$ cat config.mk
export PLATFORM = sky130hd
export DESIGN_NAME = rst_seq_gen
export DESIGN_NICKNAME = d
export VERILOG_FILES = /design/src/rtl/rst_seq_pkg.sv /design/src/rtl/sync_bit_chain.sv /design/src/rtl/rst_seq_gen.sv
export SDC_FILE = /design/constraint.sdc
export NUM_CORES = 1
export LEC_CHECK = 0
export BUFFER_PORTS_ARGS = -buffer_cell sky130_fd_sc_hd__buf_2
export CELL_PAD_IN_SITES_DETAIL_PLACEMENT = 0
export CELL_PAD_IN_SITES_GLOBAL_PLACEMENT = 1
export CORE_AREA = 8 8 47 86
export CTS_CLUSTER_DIAMETER = 150
export DETAILED_ROUTE_END_ITERATION = 16
export DIE_AREA = 0 0 55 94
export PLACE_DENSITY_LB_ADDON = 0.1
export SETUP_SLACK_MARGIN = 0.3
export SYNTH_ARGS = -nofsm -noshare
export SYNTH_HDL_FRONTEND = slang
export SYNTH_SLANG_ARGS = --single-unit
export TNS_END_PERCENT = 100
$ cat constraint.sdc
create_clock -name clk -period 2.93 [get_ports clk]
set_input_delay 0.293 -clock clk [delete_from_list [all_inputs] [get_ports clk]]
set_output_delay 0.293 -clock clk [all_outputs]
set_load 0.01 [all_outputs]
$ cat src/rtl/rst_seq_pkg.sv
// Shared definitions for the reset sequencer: FSM state encoding and the
// helper that sizes the hold/step counter.
package rst_seq_pkg;

  typedef enum logic [1:0] {
    ST_HOLD    = 2'd0,
    ST_RELEASE = 2'd1,
    ST_DONE    = 2'd2
  } state_t;

  // Counter must reach max(hold, step) - 1; one extra value keeps $clog2 >= 1.
  function automatic int cnt_width(input int hold_cycles, input int step_cycles);
    int max_v;
    max_v = (hold_cycles > step_cycles) ? hold_cycles : step_cycles;
    return $clog2(max_v + 1);
  endfunction

endpackage

$ cat src/rtl/sync_bit_chain.sv
// Single-bit synchroniser: STAGES flops, async reset to RST_VAL, shifts i_d in.
// Output is the last flop; latency STAGES edges.
module sync_bit_chain #(
  parameter int   STAGES  = 2,
  parameter logic RST_VAL = 1'b0
) (
  input  logic i_clk,
  input  logic i_rst,
  input  logic i_d,
  output logic o_q
);

  logic [STAGES-1:0] r_chain;

  always_ff @(posedge i_clk or posedge i_rst) begin
    if (i_rst) begin
      r_chain <= {STAGES{RST_VAL}};
    end else begin
      r_chain <= {r_chain[STAGES-2:0], i_d};
    end
  end

  assign o_q = r_chain[STAGES-1];

endmodule

$ cat src/rtl/rst_seq_gen.sv
// Reset sequencer: releases NUM_OUT registered resets in index order after a lock-qualified
// hold; lock loss, sw request or reset re-asserts all outputs and restarts the sequence.
module rst_seq_gen
  import rst_seq_pkg::*;
#(
  parameter int SYNC_STAGES = 2,
  parameter int NUM_OUT     = 3,
  parameter int HOLD_CYCLES = 16,
  parameter int STEP_CYCLES = 8
) (
  input  logic               clk,
  input  logic               reset,
  input  logic               pll_locked,
  input  logic               sw_rst_req,
  output logic [NUM_OUT-1:0] rst_out,
  output logic               rst_done
);

  localparam int CNT_W = cnt_width(HOLD_CYCLES, STEP_CYCLES);
  localparam int IDX_W = $clog2(NUM_OUT + 1);

  logic w_rst_sync;
  logic w_lock_sync;
  logic w_abort;

  state_t             r_state;
  logic [CNT_W-1:0]   r_cnt;
  logic [IDX_W-1:0]   r_idx;
  logic [NUM_OUT-1:0] r_rst_out;
  logic               r_done;

  state_t             w_state_nxt;
  logic [CNT_W-1:0]   w_cnt_nxt;
  logic [IDX_W-1:0]   w_idx_nxt;
  logic [NUM_OUT-1:0] w_rst_out_nxt;
  logic               w_done_nxt;

  // Reset release chain is set by reset and drains zeros: async assert, sync release.
  sync_bit_chain #(
    .STAGES  (SYNC_STAGES),
    .RST_VAL (1'b1)
  ) u_rst_sync (
    .i_clk (clk),
    .i_rst (reset),
    .i_d   (1'b0),
    .o_q   (w_rst_sync)
  );

  sync_bit_chain #(
    .STAGES  (SYNC_STAGES),
    .RST_VAL (1'b0)
  ) u_lock_sync (
    .i_clk (clk),
    .i_rst (reset),
    .i_d   (pll_locked),
    .o_q   (w_lock_sync)
  );

  assign w_abort = sw_rst_req | ~w_lock_sync | w_rst_sync;

  always_ff @(posedge clk or posedge reset) begin
    if (reset) begin
      r_state   <= ST_HOLD;
      r_cnt     <= '0;
      r_idx     <= '0;
      r_rst_out <= '1;
      r_done    <= 1'b0;
    end else begin
      r_state   <= w_state_nxt;
      r_cnt     <= w_cnt_nxt;
      r_idx     <= w_idx_nxt;
      r_rst_out <= w_rst_out_nxt;
      r_done    <= w_done_nxt;
    end
  end

  always_comb begin
    w_state_nxt   = r_state;
    w_cnt_nxt     = r_cnt;
    w_idx_nxt     = r_idx;
    w_rst_out_nxt = r_rst_out;
    w_done_nxt    = r_done;

    // Abort takes priority over any release scheduled on the same edge.
    if (w_abort) begin
      w_state_nxt   = ST_HOLD;
      w_cnt_nxt     = '0;
      w_idx_nxt     = '0;
      w_rst_out_nxt = '1;
      w_done_nxt    = 1'b0;
    end else begin
      case (r_state)
        ST_HOLD: begin
          if (r_cnt == CNT_W'(HOLD_CYCLES - 1)) begin
            w_state_nxt      = ST_RELEASE;
            w_rst_out_nxt[0] = 1'b0;
            w_idx_nxt        = IDX_W'(1);
            w_cnt_nxt        = '0;
          end else begin
            w_cnt_nxt = r_cnt + CNT_W'(1);
          end
        end

        ST_RELEASE: begin
          if (r_idx == IDX_W'(NUM_OUT)) begin
            w_state_nxt = ST_DONE;
            w_done_nxt  = 1'b1;
            w_cnt_nxt   = '0;
          end else if (r_cnt == CNT_W'(STEP_CYCLES - 1)) begin
            for (int i = 0; i < NUM_OUT; i++) begin
              if (IDX_W'(i) == r_idx) begin
                w_rst_out_nxt[i] = 1'b0;
              end
            end
            w_idx_nxt = r_idx + IDX_W'(1);
            w_cnt_nxt = '0;
          end else begin
            w_cnt_nxt = r_cnt + CNT_W'(1);
          end
        end

        ST_DONE: begin
          w_done_nxt = 1'b1;
        end

        default: begin
          w_state_nxt   = ST_HOLD;
          w_cnt_nxt     = '0;
          w_idx_nxt     = '0;
          w_rst_out_nxt = '1;
          w_done_nxt    = 1'b0;
        end
      endcase
    end
  end

  assign rst_out  = r_rst_out;
  assign rst_done = r_done;

endmodule

=== After elaboration in Yosys (flattened, before gate mapping) ===
Cells that the tools add are included.

* Flip-flop bits (word level): 17
* Bits of input ports: 4
* Logic and storage cells: 65

* Add/sub/neg operators: 2
* Eq/ne operators: 17
* Muxes and demuxes: 25
* Bitwise logic cells: 3
* Reductions and logical operators: 9

{| class="wikitable"
|+ Operators by type and width
! kind !! number
|-
| 3-bit inequality test (second input constant) || 7
|-
| 5-bit two-way mux || 4
|-
| 5-bit one-hot mux with 3 select lines || 1
|-
| 2-bit two-way mux || 6
|-
| 2-bit one-hot mux with 3 select lines || 2
|-
| 4-bit AND reduction || 3
|-
| 3-bit two-way mux || 3
|-
| 1-bit two-way mux || 6
|-
| 1-bit one-hot mux with 3 select lines || 2
|-
| 5-bit by 1-bit adder with 5-bit output (second input constant) || 1
|-
| 5-bit by 3-bit equality test with 1-bit output (second input constant) || 1
|-
| 5-bit by 4-bit equality test with 1-bit output (second input constant) || 1
|-
| 5-bit AND reduction || 1
|-
| 2-bit equality test (second input constant) || 2
|-
| 2-bit zero test || 2
|-
| 2-bit inequality test (second input constant) || 2
|-
| 2-bit one-hot mux with 2 select lines || 1
|-
| 3-bit AND reduction || 1
|-
| 2-bit by 1-bit adder with 2-bit output (second input constant) || 1
|-
| 1-bit by 2-bit equality test with 1-bit output (first input constant) || 1
|-
| 2-bit by 1-bit equality test with 1-bit output (second input constant) || 1
|-
| 2-bit equality test (first input constant) || 1
|-
| 2-bit by 1-bit inequality test with 1-bit output (second input constant) || 1
|-
| 1-bit OR || 2
|-
| 3 further kinds || 3
|}

=== Depth between registers and ports, before layout ===
Gate-level depths: netlist of the first run.

* Word-level depth: 6
* Mapped depth: 8
* Depth with buffers taken out: 8

=== Hierarchy ===
From an unflattened synthesis of the first run, not the netlist that was laid out.

* Cells, all modules: 96
* Area, all modules: 964.7 µm²

{| class="wikitable"
|+ By module, submodules not included
! module !! times used !! cells an instance !! area each (µm²)
|-
| rst_seq_gen || 1 || 90 || 854.6
|-
| sync_bit_chain at u_rst_sync || 1 || 3 || 56.3
|-
| sync_bit_chain at u_lock_sync || 1 || 3 || 53.8
|}

=== Worst setup path after synthesis of the first run ===
OpenSTA, ideal clock, no wires.

* Kind: register to register
* Start: register r_cnt[0]
* End: register r_cnt[3]
* Setup time: 82 ps
* Data arrival time: 1789 ps
* Required time: 2848 ps
* Setup slack: 1059 ps
* Cell stages (with the launch flop): 9
* Path through: dfrtp_1 > ha_1 > nand3_1 > inv_1 > ha_1 > and2b_2 > o21bai_4 > or4b_1 > a31oi_1

* Cells in the longest elaborated chain, start to end: 5

{| class="wikitable"
|+ Ends and longest elaborated chain
! item !! line !! RTL
|-
| start: declaration || rst_seq_gen.sv:27 || <nowiki>logic [CNT_W-1:0] r_cnt;</nowiki>
|-
| start signal: assignment || rst_seq_gen.sv:70 || <nowiki>r_cnt <= w_cnt_nxt;</nowiki>
|-
| 5-bit by 1-bit adder with 5-bit output or 5-bit by 3-bit equality test with 1-bit output (tied branches) || rst_seq_gen.sv:100, rst_seq_gen.sv:118, rst_seq_gen.sv:109 ||
|-
| 5-bit two-way mux || rst_seq_gen.sv:109 || <nowiki>end else if (r_cnt == CNT_W'(STEP_CYCLES - 1)) begin</nowiki>
|-
| 5-bit two-way mux || rst_seq_gen.sv:105 || <nowiki>if (r_idx == IDX_W'(NUM_OUT)) begin</nowiki>
|-
| 5-bit one-hot mux with 3 select lines * || rst_seq_gen.sv:92 || <nowiki>case (r_state)</nowiki>
|-
| 5-bit two-way mux * || rst_seq_gen.sv:85 || <nowiki>if (w_abort) begin</nowiki>
|}

Mark *: on every way between the ends. The rest lies on a longest branch, timed or not.
A chain may end at the register's enable or synchronous reset.

=== Worst setup path after layout of the first run ===
Ends and elaborated chain as after synthesis.

==> results.cfg, run 1 <==
[outcome]
status = finished clean

[placement]
portBuffers = 7
place_area_um2 = 1039
gp_congestion = 0.8027
dp_hpwl_um = 1529
dp.cells = 131

[logic_synthesis]
synth_seq_area_share_pct = 44.34
synth_area_leaders = dfrtp_1 31%, ha_1 15%, dfstp_2 13%
avgSynthCellArea_um2 = 10.25
netlist.area_leader.share_pct = 30.85
syn_nets = 111
syn-cell-area_um2 = 973.4
ys.warnings.count = 0
yosysTopAreaCell = dfrtp_1
postSynthCellCount = 95
ys_ff_latch = 17
yosys.cell_types.count = 31

[worst_setup_path]
worstPathCellList = ha_1 -> nand3_1 -> inv_1 -> ha_1 -> and2b_2 -> o21bai_4 -> or4b_1 -> a31oi_1
cp.required_ns = 3.11
cpMostUsedCell = ha_1
cp_max_fo = 4
worst_path_max_delay_cell = or4b_1
crit_start = r_cnt[0]
crit_path_end_kind = register
slowest_delay_ns = 0.44
crit_buf_inv = 1
cp-start-kind = register
critical_path_class = reg2reg
arrival_ns = 2.18
cpLargestDelayFamily = simple AND/OR/NAND/NOR gates
r2r_start = r_cnt[0]

[clocking]
h-tree-depth = 1
cts_tree = done
cts_setup_buffers = 0
path_clk_slew_ns = 0.07
clockBufferDepth = 2
cts-buffers-inserted = 3
cts.root.buffer_cell = clkbuf_8
holdBufCountCts = 0
clock_latency_ns = 0.25
cts_sinks = 17
postCtsResizedCells = 0

[layout]
drive_gt1_share_pct = 21.90
stdcell_area_um2 = 1085
instances_no_fill = 135
post-route-util_pct = 36.86
syn_to_final_growth_pct = 11.44
fin_nets = 122
final_cell_mix = 12 x ha_1, 12 x dfrtp_1, 9 x inv_1, 7 x nor2_1, 7 x buf_2
n_antenna_cell = 0

[drt]
firstDrtPassIters = 4
drc = 0
wl_um = 1975
initialDrtViolationCount = 3
vias = 693
drtAntennaViolNets = 0
avgRoutedWirePerCell_um = 14.63
routed_via_density = 5.133

[die]
initial_core_util_pct = 33.08
die_w_um = 55
die-area_um2 = 5170
fp.coreArea_um2 = 2943
row_count = 28
num_io_pins = 8
die_h_um = 94

[grt]
grt_pass1_vias = 754
antenna_found_initial = 0
grt_pass1_wl_um = 3401
track_usage_pct = 8.783
grt_start_max_net_pins = 18
gr-total-overflow = 0

[sta]
holdWs_ns = 0.1340
period_needed_ns = 2.003
grt_setup_unrepaired = no
setup_viol = 0
relSlewSlack_pct = 54.55
tightest_slew_ns = 0.6810
tns_ns = 0
fmax_mhz = 499.2
slew_viol_final = 0
clock_skew_ns = 0.003817
hold_viol = 0
fin_crit_sh_pct = 68.37

[job]
drv_cap = 0

[pwr]
ir_worst_vdd_v = 0.0002205
total_leakage_power_nw = 0.4647
power_density_nw_per_um2 = 398.1

[hold_path]
hold_path.class = in2async
==> per-stage QoR <==
stage / setup WS (ns) / power, W
finish: 0.9266 / 0.0004318
global route: 0.8358 / 0.0004531
CTS: 0.9178 / 0.0004399
detailed placement: 0.9330 / 0.0002584
global placement: 0.9938 / 0.0002582
floorplan: 1.059 / 0.0002530
==> sequential cells by signal, summed over array words and instances (netlist names) <==
name,flops
r_cnt,5
rst_out,3
r_idx,2
r_state,2
u_lock_sync.r_chain,2
u_rst_sync.r_chain,2
rst_done,1
==> logic make-up (layout without fill, tap and decap cells) <==
family	count (synthesis)	after routing	share of synthesized area [%]
XOR/XNOR	1	1	0.8999
flip-flops	17	17	44.35
other	1	1	0.3852
AND/OR/NAND/NOR	34	34	19.80
AO/OA/AOI/OAI	18	18	12.85
multiplexers	2	2	2.057
adder cells (fa/ha/maj)	12	12	15.42
buffers and inverters	10	20	4.242
==> cells in the mapped netlist <==
library cell	n
a31oi_1	3
conb_1	1
nand3_1	6
o21ai_0	3
xnor2_1	1
and2_2	1
a21o_1	3
o31ai_1	1
nand2_2	1
buf_4	1
nor3_1	3
nand2b_1	1
and2_1	1
and3_1	1
a211oi_1	3
o21bai_4	1
a21oi_1	4
nand2_1	5
nor2b_1	2
or2b_2	1
dfrtp_1	12
ha_1	12
or4b_1	1
inv_1	9
mux2i_1	2
dfstp_2	5
or2_2	1
nand3b_1	1
nor2_1	7
and2b_2	1
and4bb_4	1
==> area by class of cell <==
| cell class | count | area (um2) |
|---|---|---|
| Multi-Input combinational cell | 68 | 500.5 |
| Tap cell | 30 | 37.54 |
| Clock inverter | 1 | 5.005 |
| Fill cell | 309 | 1858 |
| Timing Repair Buffer | 7 | 35.03 |
| Inverter | 9 | 33.78 |
| Clock buffer | 3 | 41.29 |
| Sequential cell | 17 | 431.7 |
==> metal layers <==
layer  vias up  part of all wire, %  track usage, %
met2         9                   56           14.64
met5         -                    0               0
met4         0                  3.9           5.847
met3         6                  2.0           1.905
met1       338                   38           9.125
li1        340                    -               -
==> power by group <==
| part | switching [W] | total [W] | internal [W] |
|---|---|---|---|
| Clock | 0.0000839 | 0.000178 | 0.0000943 |
| Combinational | 0.00000902 | 0.0000126 | 0.00000355 |
| Sequential | 0.00000160 | 0.000241 | 0.000239 |
==> worst paths after layout <==
| kind | end | slack (ns) | depth (start not counted) |
|---|---|---|---|
| worst min-delay path | r_cnt[2] | 0.13 | 2 |
| min in group clk | u_lock_sync.r_chain[0] | 0.15 | 1 |
| worst max-delay path | r_cnt[3] | 0.93 | 8 |
| worst max register to register | r_cnt[3] | 0.93 | 8 |
| worst min register to register | u_lock_sync.r_chain[1] | 0.35 | 0 |
| max in group asynchronous | r_state[0] | 2.36 | 2 |
Power figures use the tool's default switching activity.
==> inputs of run 2 (changes only) <==
clock period = 2 ns   (was 2.93 ns; I/O delays follow)
==> results.cfg, run 2 (synthesis gave the netlist of run 1 again) <==
[grt]
antenna_found_initial = 0
gr-total-overflow = 0
grt_pass1_vias = 794
grt_pass1_wl_um = 3560
track_usage_pct = 9.358
grt_start_max_net_pins = 18

[die]
row_count = 28
fp.coreArea_um2 = 2943
initial_core_util_pct = 33.08
die_h_um = 94
die-area_um2 = 5170
die_w_um = 55
num_io_pins = 8

[worst_setup_path]
cp_max_fo = 2
cp.required_ns = 2.18
worst_path_max_delay_cell = or4b_1
cpLargestDelayFamily = simple AND/OR/NAND/NOR gates
arrival_ns = 2.04
worstPathCellList = ha_2 -> nand3_2 -> inv_2 -> ha_4 -> and2b_2 -> o21bai_4 -> or4b_1 -> a31oi_1
crit_path_end_kind = register
cp-start-kind = register
slowest_delay_ns = 0.44
crit_buf_inv = 1
critical_path_class = reg2reg

[drt]
met3WireLength_um = 57
drc = 0
avgRoutedWirePerCell_um = 14.74
drtAntennaViolNets = 0
wl_um = 2196
routed_via_density = 5.027
routed.top_layer = met4
wl_met1_um = 808
initialDrtViolationCount = 6
wl_met2_um = 1239
vias = 749
firstDrtPassIters = 5

[layout]
n_antenna_cell = 0
regMostFlops = r_cnt
layout_commonest_cell = buf_4
syn_to_final_growth_pct = 28.15
drive_gt1_share_pct = 42.02
post-route-util_pct = 42.39
fillerInstances = 310
final_cell_mix = 14 x buf_4, 12 x dfrtp_1, 7 x inv_1, 7 x ha_1, 7 x buf_2
largest_reg_flops = 5
fin_nets = 136

[outcome]
status = finished clean

[placement]
portBuffers = 7
dp_hpwl_um = 1575
dp_slack_ns = 0.07392
gp_congestion = 0.7998

[sta]
grt_setup_unrepaired = yes
fin_crit_sh_pct = 92.82
clock_skew_ns = 0.004979
fmax_mhz = 538.7
slew_viol_final = 0
tns_ns = 0
tightest_slew_ns = 0.6648
worst_slack_ns = 0.1436
relSlewSlack_pct = 55.63
period_needed_ns = 1.856
setup_viol = 0
hold_viol = 0

[clocking]
path_clk_slew_ns = 0.07
cts_sinks = 17
clock_latency_ns = 0.26
cts.root.buffer_cell = clkbuf_8
h-tree-depth = 1
cts-buffers-inserted = 3
clockBufferDepth = 2
cts_tree = done

[pwr]
total_leakage_power_nw = 0.5333
power_density_nw_per_um2 = 513.8
ir_worst_vdd_v = 0.0003556

[hold_path]
hold_path.class = in2async

[job]
drv_cap = 0
-- run 2: cell count changes in the layout (fill, tap and decap cells not counted), sizes merged --
cell  before  now
buf        7   21
-- run 2: metal layers --
metal / global-route usage, % / vias up
met5: 0 / -
met4: 6.250 / 0
met3: 1.587 / 10
met2: 16.06 / 13
met1: 9.515 / 358
li1: - / 368
-- run 2: report_power, final --
part	leakage [nW]	internal [W]	switching, W
combinational	0.293	0.00000680	0.0000141
clock	0.0255	0.000139	0.000129
sequential	0.215	0.000351	0.00000186
-- run 2: per-stage QoR --
step,area [um2],power [W],std cells,hold slack [ns]
floorplan,983.4,0.0003707,95,0.1224
global placement,1071,0.0003789,134,0.3073
detailed placement,1071,0.0003790,134,0.3097
CTS,1215,0.0006483,147,0.04035
global route,1247,0.0006646,149,0.03749
finish,1247,0.0006409,149,0.02626
-- run 2: final timing paths --
check	depth (start not counted)	slack, ns	from	end
min in group clk	1	0.04	pll_locked	u_lock_sync.r_chain[0]
max in group asynchronous	2	1.55	reset	r_idx[1]
hold reg to reg	0	0.35	u_lock_sync.r_chain[0]	u_lock_sync.r_chain[1]
setup reg to reg	8	0.14	r_cnt[1]	r_cnt[3]
setup / recovery	8	0.14	r_cnt[1]	r_cnt[3]
hold / removal	2	0.03	reset	r_cnt[4]
-- run 2: cell type report --
type	count	area (um2)	share of cell area, %
tap	30	37.54	3.009
inverter	9	33.78	2.708
sequential	17	431.7	34.60
clock inverter	1	5.005	0.4012
clock buffer	3	41.29	3.310
timing repair buffer	21	140.1	11.23
multi-input combinational	68	558.0	44.73
-- run 2: worst register-to-register path, cell delays in order (launching register included) --
cell and delay, ns:
dfrtp_1 0.40, ha_2 0.20, nand3_2 0.09, inv_2 0.05, ha_4 0.14, and2b_2 0.21, o21bai_4 0.11, or4b_1 0.44
a31oi_1 0.15
-- run 2: repair_timing --
item,in CTS,in global routing
hold endpoints to repair,0,0
endpoints found under the setup margin,6,8
gates resized for setup,10,5
buffers inserted,9,2
pin swaps,7,6
hold buffers,0,0
